`src/rtl/lsu_pkg.sv`:
```
// Shared load/store definitions: access sizes, LSU FSM state encodings and the
// two-beat byte-enable mask helper.
package lsu_pkg;

    // Access size encoding, shared with the decoder's mem_size field.
    typedef enum logic [2:0] {
        MEM_BYTE = 3'b000,
        MEM_HALF = 3'b001,
        MEM_WORD = 3'b010
    } mem_size_e;

    // FSM state encoding kept as plain constants for legacy tools.
    typedef logic [2:0] lsu_state_e;
    localparam lsu_state_e IDLE  = 3'd0;
    localparam lsu_state_e BEAT0 = 3'd1;
    localparam lsu_state_e WAIT0 = 3'd2;
    localparam lsu_state_e BEAT1 = 3'd3;
    localparam lsu_state_e WAIT1 = 3'd4;
    localparam lsu_state_e RESP  = 3'd5;
    localparam lsu_state_e ERR   = 3'd6;

    // Bits [3:0] are the lanes of the first beat, bits [7:4] those of the next word.
    function automatic logic [7:0] be_mask(input logic [2:0] size, input logic [1:0] off);
        logic [7:0] base;
        case (size)
            MEM_BYTE: base = 8'b0000_0001;
            MEM_HALF: base = 8'b0000_0011;
            MEM_WORD: base = 8'b0000_1111;
            default:  base = 8'b0000_0000;
        endcase
        return base << off;
    endfunction

endpackage

```
`src/rtl/lsu_align.sv`:
```
// Combinational lane alignment: rotates store data onto its byte lanes and
// re-assembles/extends load data from the two-word merge buffer.
module lsu_align
    import lsu_pkg::*;
(
    input  logic [1:0]  off,
    input  logic [2:0]  size,
    input  logic        unsign,
    input  logic [31:0] st_data,
    output logic [31:0] st_lanes,
    input  logic [63:0] ld_buf,
    output logic [31:0] ld_data
);

    logic [4:0]  sh;
    logic [31:0] raw;

    // Rotate store data left by the byte offset; extract and extend load data.
    always_comb begin
        sh       = {off, 3'b000};
        // A shift by 32 yields 0, so off=0 degenerates to a plain copy.
        st_lanes = (st_data << sh) | (st_data >> (6'd32 - {1'b0, sh}));
        raw      = 32'(ld_buf >> sh);
        case (size)
            MEM_BYTE: ld_data = {{24{~unsign & raw[7]}}, raw[7:0]};
            MEM_HALF: ld_data = {{16{~unsign & raw[15]}}, raw[15:0]};
            default:  ld_data = raw;
        endcase
    end

endmodule

```
`src/rtl/lsu_mem_port.sv`:
```
// Load/store unit: turns one byte/half/word access into one or two word-aligned
// bus beats with byte enables and returns one response per request.
module lsu_mem_port
    import lsu_pkg::*;
#(
    parameter int unsigned ADDR_WIDTH = 32,
    parameter bit          SPLIT_EN   = 1'b1
) (
    input  logic                  clk,
    input  logic                  rst,
    input  logic                  req_valid,
    output logic                  req_ready,
    input  logic                  req_load,
    input  logic                  req_wren,
    input  logic [2:0]            req_size,
    input  logic                  req_unsign,
    input  logic [ADDR_WIDTH-1:0] req_addr,
    input  logic [31:0]           req_wdata,
    input  logic [4:0]            req_rd,
    output logic                  resp_valid,
    output logic [31:0]           resp_rdata,
    output logic [4:0]            resp_rd,
    output logic                  resp_err,
    output logic                  bus_valid,
    input  logic                  bus_ready,
    output logic                  bus_we,
    output logic [ADDR_WIDTH-1:0] bus_addr,
    output logic [3:0]            bus_be,
    output logic [31:0]           bus_wdata,
    input  logic                  bus_rvalid,
    input  logic [31:0]           bus_rdata
);

    lsu_state_e            state_q, state_d;
    logic                  load_q, we_q, unsign_q;
    logic [2:0]            size_q;
    logic [ADDR_WIDTH-1:0] addr_q;
    logic [31:0]           wdata_q;
    logic [4:0]            rd_q;
    logic [63:0]           mbuf_q, mbuf_d;

    logic [7:0]            req_mask, mask;
    logic                  req_illegal, split;
    logic [ADDR_WIDTH-1:0] word_addr;
    logic [3:0]            beat_be;
    logic [31:0]           wdata_rot, load_data;

    lsu_align u_align (
        .off      (addr_q[1:0]),
        .size     (size_q),
        .unsign   (unsign_q),
        .st_data  (wdata_q),
        .st_lanes (wdata_rot),
        .ld_buf   (mbuf_q),
        .ld_data  (load_data)
    );

    // Request legality and lane masks for the incoming and the captured access.
    always_comb begin
        req_mask    = be_mask(req_size, req_addr[1:0]);
        req_illegal = !(req_size == MEM_BYTE || req_size == MEM_HALF || req_size == MEM_WORD)
                      || (req_load == req_wren)
                      || (!SPLIT_EN && (|req_mask[7:4]));
        mask        = be_mask(size_q, addr_q[1:0]);
        split       = |mask[7:4];
        word_addr   = {addr_q[ADDR_WIDTH-1:2], 2'b00};
    end

    // Next-state logic and merge-buffer lane capture.
    always_comb begin
        state_d = state_q;
        mbuf_d  = mbuf_q;
        case (state_q)
            IDLE: begin
                if (req_valid) begin
                    state_d = req_illegal ? ERR : BEAT0;
                    mbuf_d  = '0;
                end
            end
            BEAT0: begin
                if (bus_ready) state_d = !we_q ? WAIT0 : (split ? BEAT1 : RESP);
            end
            WAIT0: begin
                if (bus_rvalid) begin
                    for (int i = 0; i < 4; i++) begin
                        if (mask[i]) mbuf_d[8*i +: 8] = bus_rdata[8*i +: 8];
                    end
                    state_d = split ? BEAT1 : RESP;
                end
            end
            BEAT1: begin
                if (bus_ready) state_d = we_q ? RESP : WAIT1;
            end
            WAIT1: begin
                if (bus_rvalid) begin
                    for (int i = 0; i < 4; i++) begin
                        if (mask[4+i]) mbuf_d[32+8*i +: 8] = bus_rdata[8*i +: 8];
                    end
                    state_d = RESP;
                end
            end
            default: state_d = IDLE;
        endcase
    end

    // State, captured request and merge buffer; reset aborts any access in flight.
    always_ff @(posedge clk) begin
        if (rst) begin
            state_q  <= IDLE;
            load_q   <= 1'b0;
            we_q     <= 1'b0;
            unsign_q <= 1'b0;
            size_q   <= 3'b000;
            addr_q   <= '0;
            wdata_q  <= '0;
            rd_q     <= '0;
            mbuf_q   <= '0;
        end else begin
            state_q <= state_d;
            mbuf_q  <= mbuf_d;
            if (state_q == IDLE && req_valid) begin
                load_q   <= req_load;
                we_q     <= req_wren;
                unsign_q <= req_unsign;
                size_q   <= req_size;
                addr_q   <= req_addr;
                wdata_q  <= req_wdata;
                rd_q     <= req_rd;
            end
        end
    end

    // Moore outputs: bus fields only during beats, response fields only in RESP/ERR.
    always_comb begin
        req_ready = (state_q == IDLE);
        bus_valid = (state_q == BEAT0) || (state_q == BEAT1);
        bus_we    = bus_valid && we_q;
        beat_be   = 4'b0000;
        bus_addr  = '0;
        if (state_q == BEAT0) begin
            beat_be  = mask[3:0];
            bus_addr = word_addr;
        end else if (state_q == BEAT1) begin
            beat_be  = mask[7:4];
            bus_addr = word_addr + ADDR_WIDTH'(4);
        end
        bus_be    = beat_be;
        bus_wdata = '0;
        if (bus_we) begin
            for (int i = 0; i < 4; i++) begin
                if (beat_be[i]) bus_wdata[8*i +: 8] = wdata_rot[8*i +: 8];
            end
        end
        resp_valid = (state_q == RESP) || (state_q == ERR);
        resp_err   = (state_q == ERR);
        resp_rd    = resp_valid ? rd_q : 5'd0;
        resp_rdata = (state_q == RESP && load_q) ? load_data : 32'd0;
    end

endmodule

```
`config.mk`:
```
export PLATFORM = sky130hd
export DESIGN_NAME = lsu_mem_port
export DESIGN_NICKNAME = d
export VERILOG_FILES = /design/src/rtl/lsu_pkg.sv /design/src/rtl/lsu_align.sv /design/src/rtl/lsu_mem_port.sv
export SDC_FILE = /design/constraint.sdc
export NUM_CORES = 1
export LEC_CHECK = 0
export BUFFER_PORTS_ARGS = -buffer_cell sky130_fd_sc_hd__buf_4
export CAP_MARGIN = 20
export CORE_AREA = 2 2 137 139
export CTS_CLUSTER_SIZE = 24
export DETAILED_ROUTE_END_ITERATION = 10
export DIE_AREA = 0 0 139 141
export PLACE_DENSITY = 0.81
export RECOVER_POWER = 100
export SLEW_MARGIN = 15
export SYNTH_ARGS = -nofsm -noshare
export SYNTH_HDL_FRONTEND = slang
export SYNTH_SLANG_ARGS = --single-unit
```
`constraint.sdc`:
```
create_clock -name clk -period 3.74 [get_ports clk]
set_input_delay 0.561 -clock clk [delete_from_list [all_inputs] [get_ports clk]]
set_output_delay 0.561 -clock clk [all_outputs]
set_load 0.02 [all_outputs]
```
# Yosys cells after proc, flatten, opt, wreduce, memory -nomap -nowiden
# Cells that the tools add are included.
# word_totals
ff_bits	142
wordCells	110
# classes
add_sub_neg	2
n_eq_ne	24
shift	4
mux	36
bitwise	4
n_reduce_logical	24
# op_table
op	n
$mux 32	6
$pmux 32 s2	3
$mux 8	12
$mux 64	1
$shr 64x5->32	1
$add 32x3->32 const B	1
$or 32x32->32	1
$reduce_and 4->1	8
$shl 32x5->32	1
$shr 32x6->32	1
$ne 2x2->1 const B	13
$mux 3	8
$pmux 3 s5	1
$eq 3x2->1 const B	4
$pmux 4 s3	1
$eq 3x1->1 const B	3
$eq 3x3->1 const B	3
$logic_not 3->1	3
$mux 4	2
$shl 8x2->8	1
$sub 6x5->6 const A	1
$logic_or 1x1->1	5
$mux 5	1
$reduce_and 5->1	1
8 further kinds	12

# Depth between registers and ports, before layout
# logic_depth
ltp_word	8
mapped_depth	12
mapped_depth_nobuf	7

# Modules after synthesis
# A second synthesis with hierarchy kept.
# unflattened
cells_unflattened	1181
hier_area_um2	8649.5
# by_module_without_submodules
module	n_inst	cells_each	area_per_inst_um2	seq_area_each_um2
lsu_mem_port	1	866	6525.0	2842.7
lsu_align	1	315	2124.5	0.0

# Worst setup path before layout
# Ideal clock, no wire load.
# synth_path
path_type	register to output
start	register addr_q[1]
end	output bus_wdata[22]
arrival_time_ps	3017
required_time_ps	3179
slack_ps	162
path_stages_with_launch	12
cell_sequence	dfxtp_1 buf_2 buf_2 buf_2 inv_1 clkbuf_1 ha_1 buf_1 nor2_1 clkbuf_1 a221oi_1 nor4_1
# synth_between
elab_chain_cells	5
# synth_rtl
item	line	rtl
from (decl)	lsu_mem_port.sv:37	logic [ADDR_WIDTH-1:0] addr_q;
from (signal assigned)	lsu_mem_port.sv:126	addr_q <= req_addr;
$sub 6x5->6 / $shl 8x2->8 (equally long branches)	lsu_align.sv:22, lsu_pkg.sv:31	
$shr 32x6->32 / $mux 4 (equally long branches)	lsu_align.sv:22, lsu_mem_port.sv:143	
$or 32x32->32 / $mux 4 (equally long branches)	lsu_align.sv:22, lsu_mem_port.sv:140	
$mux 8 (*)	lsu_mem_port.sv:151	if (beat_be[i]) bus_wdata[8*i +: 8] = wdata_rot[8*i +: 8];
$mux 32 (*)	lsu_mem_port.sv:149	if (bus_we) begin
to (decl)	lsu_mem_port.sv:29	output logic [31:0] bus_wdata,
# Mark *: on every way between the ends. The rest lies on a longest branch, timed or not.

# Final worst setup path
# layout_path
start	register addr_q[1]
end	output bus_wdata[19]
# The elaborated chain is that of the path after synthesis.

==> impl_metrics.env <==
export IMPL_grtUsageTotal_pct=26.1
export IMPL_grt_ovfl_total=0
export IMPL_yosys_top_cells_area="dfxtp_1 34%, nand2_1 9.5%, mux4_2 9.0%, a21oi_1 8.6%, nor2_1 5.6%"
export IMPL_ys_warn_count=0
export IMPL_tns_ps=0
export IMPL_numCtsBuffers=17
export IMPL_area_growth_pct=24.4
export IMPL_antenna_cells=0
export IMPL_final_core_util_pct=54.3
export IMPL_dr_pass1_iters=6
export IMPL_routed_wl_mm=26.3
export IMPL_hold_viol_final=0
export IMPL_pre_cts_ws_ps=844
export IMPL_start_util_pct=43.7
export IMPL_drc_errors=0
export IMPL_synth_distinct_cells=53
export IMPL_drv_slew=35
export IMPL_status="complete, but fails checks"
export IMPL_tightest_slew_ps=1520
export IMPL_path_max_fanout=22
export IMPL_drt_iter0_drc=701
export IMPL_synth_most_common_cell="nand2_1"
export IMPL_ys_ff_latch=134
export IMPL_critical_path_arrival_ps=2880
export IMPL_cts_max_path_buffers=2
export IMPL_violations="max-capacitance violations, max-slew violations"
export IMPL_nNetsFinal=1314
export IMPL_hold_depth=2
export IMPL_ys_async_sr_fraction_pct=0
export IMPL_vias_per_cell=5.92
export IMPL_die_w_um=139
export IMPL_rr_worst_depth=6
export IMPL_skew_ps=10.9
export IMPL_total_leakage_power_nw=3.55
export IMPL_cp_start_kind="register"
export IMPL_cts_sinks=134
export IMPL_hpwlAfterDp_mm=19.1
export IMPL_seq_area_frac_synth_pct=33.6
export IMPL_clkTransAtPathRegs_ps=60
export IMPL_p_per_area_nw_per_um2=555
export IMPL_synth_area_leader_cell="dfxtp_1"
export IMPL_cts_root_buffer="clkbuf_16"
export IMPL_synth_top_cell_area_share_pct=33.6
export IMPL_cp_data_required_time_ps=3180
export IMPL_cts_htree_levels=4
export IMPL_hold_class="in2reg"
export IMPL_crit_type="reg2out"
export IMPL_synth_common_cells="202 x nand2_1, 137 x a21oi_1, 134 x dfxtp_1, 118 x nor2_1"
export IMPL_cts_resized=0
export IMPL_io_pins=222
export IMPL_drive_above_1_share_pct=19.2
export IMPL_cts_hold_buf=0
export IMPL_post_route_period_util_pct=92.1
export IMPL_synth_edf_count=0
export IMPL_grt_pass1_vias=7654
export IMPL_vias=8567
export IMPL_avgRoutedWirePerCell_um=18.2
export IMPL_fin_crit_ps=3440
export IMPL_cap_violations=1
export IMPL_timing_slew_headroom_pct=-1.08
export IMPL_die_area_um2=19600
export IMPL_gp_congestion=0.975
export IMPL_die_y_um=141
export IMPL_vdd_drop_max_uv=359
export IMPL_avgSynthCellArea_um2=7.76
export IMPL_cts_tree="built"
export IMPL_grt_pass1_wl_mm=41.3
export IMPL_syn_inst=1028
export IMPL_critPathCaptureType="primary output"
export IMPL_synth_area_um2=7970
export IMPL_ant_nets=0
export IMPL_hold_slack_ps=365
export IMPL_fmax_mhz=290
export IMPL_port_buffers=219
export IMPL_rows=50
export IMPL_antenna_found_initial=0
export IMPL_clk_latency_ps=420
export IMPL_rsz0062_at_grt="false"
export IMPL_setup_ws_ps=296
export IMPL_synthFlopType="dfxtp_1"
export IMPL_grt_max_degree=51
export IMPL_core_um2=18300
export IMPL_cts_setup_buffers=0
export IMPL_setup_violations=0
==> final timing paths <==
check                                   start            end  slack [ps]
worst max-delay path                addr_q[1]  bus_wdata[19]         300
worst min register to register        rd_q[2]        rd_q[2]         450
worst min-delay path            bus_rdata[20]     mbuf_q[52]         370
worst max register to register     state_q[2]        rd_q[3]         380
==> state kept, by name (all words and copies together) (netlist names) <==
register / cells
load_q: 1
mbuf_q: 56
state_q: 3
wdata_q: 32
rd_q: 5
addr_q: 32
size_q: 3
we_q: 1
unsign_q: 1
==> cells by family after synthesis <==
logic type      count (synthesis)  synth area share, %
compound gates                221                 17.3
xor+xnor                       29                 3.19
fa+ha+maj                       2                0.314
buf+inv                        98                 5.16
flops                         134                 33.6
mux                            64                 13.2
other cells                     1               0.0470
simple gates                  479                 27.1
==> cells in the final DEF, fill, tap and decap left out, drive strengths merged, types with 7 or more instances in the layout <==
cell type and count:
a21oi 137, a221oi 22, a222oi 8, a22o 16, and2 7, and3 20, buf 140, clkbuf 120
dfxtp 134, inv 10, mux2 11, mux2i 21, mux4 32, nand2 202, nand3 54, nand4 11
nor2 118, nor2b 12, nor3 20, nor4 8, o21ai 8, xnor2 14, xor2 15
==> through the flow <==
stage / instances / power (mW) / instance area [µm²]
final: 1447 / 5.50 / 9920
after global routing: 1447 / 5.82 / 9920
after CTS: 1446 / 5.54 / 10300
after detailed placement: 1414 / 3.95 / 9740
after global placement: 1414 / 3.92 / 9740
after floorplan: 1029 / 3.32 / 7980
==> power by group <==
group,leakage [nW],switching (mW),internal [mW],total (mW)
logic,2.20,1.21,0.747,1.96
clock network,0.259,0.663,0.917,1.58
registers,1.09,0.317,1.64,1.96
total,3.55,2.19,3.31,5.50
==> cell type report <==
cell class / instances / area [µm²]
clock inverter: 14 / 126
timing repair buffer: 242 / 1470
multi-input combinational: 797 / 4890
inverter: 8 / 30.0
fill: 1829 / 8350
clock buffer: 18 / 429
sequential: 134 / 2690
tap: 234 / 293
==> layer usage <==
metal  track usage [%]  share of wire [%]
met1              34.3                 41
met2              41.6                 47
met3              6.56                8.7
met4              10.2                3.4
met5                 0                  0
==> worst max-delay path, cell delays in order (launching register included) <==
cell and delay [ps]:
dfxtp_2 330, clkbuf_2 500, nor2_1 160, o21ai_0 320
a31oi_1 250, or2_0 430, nor3_1 290, buf_4 190
Note: power is estimated with default switching activity, not from simulation.
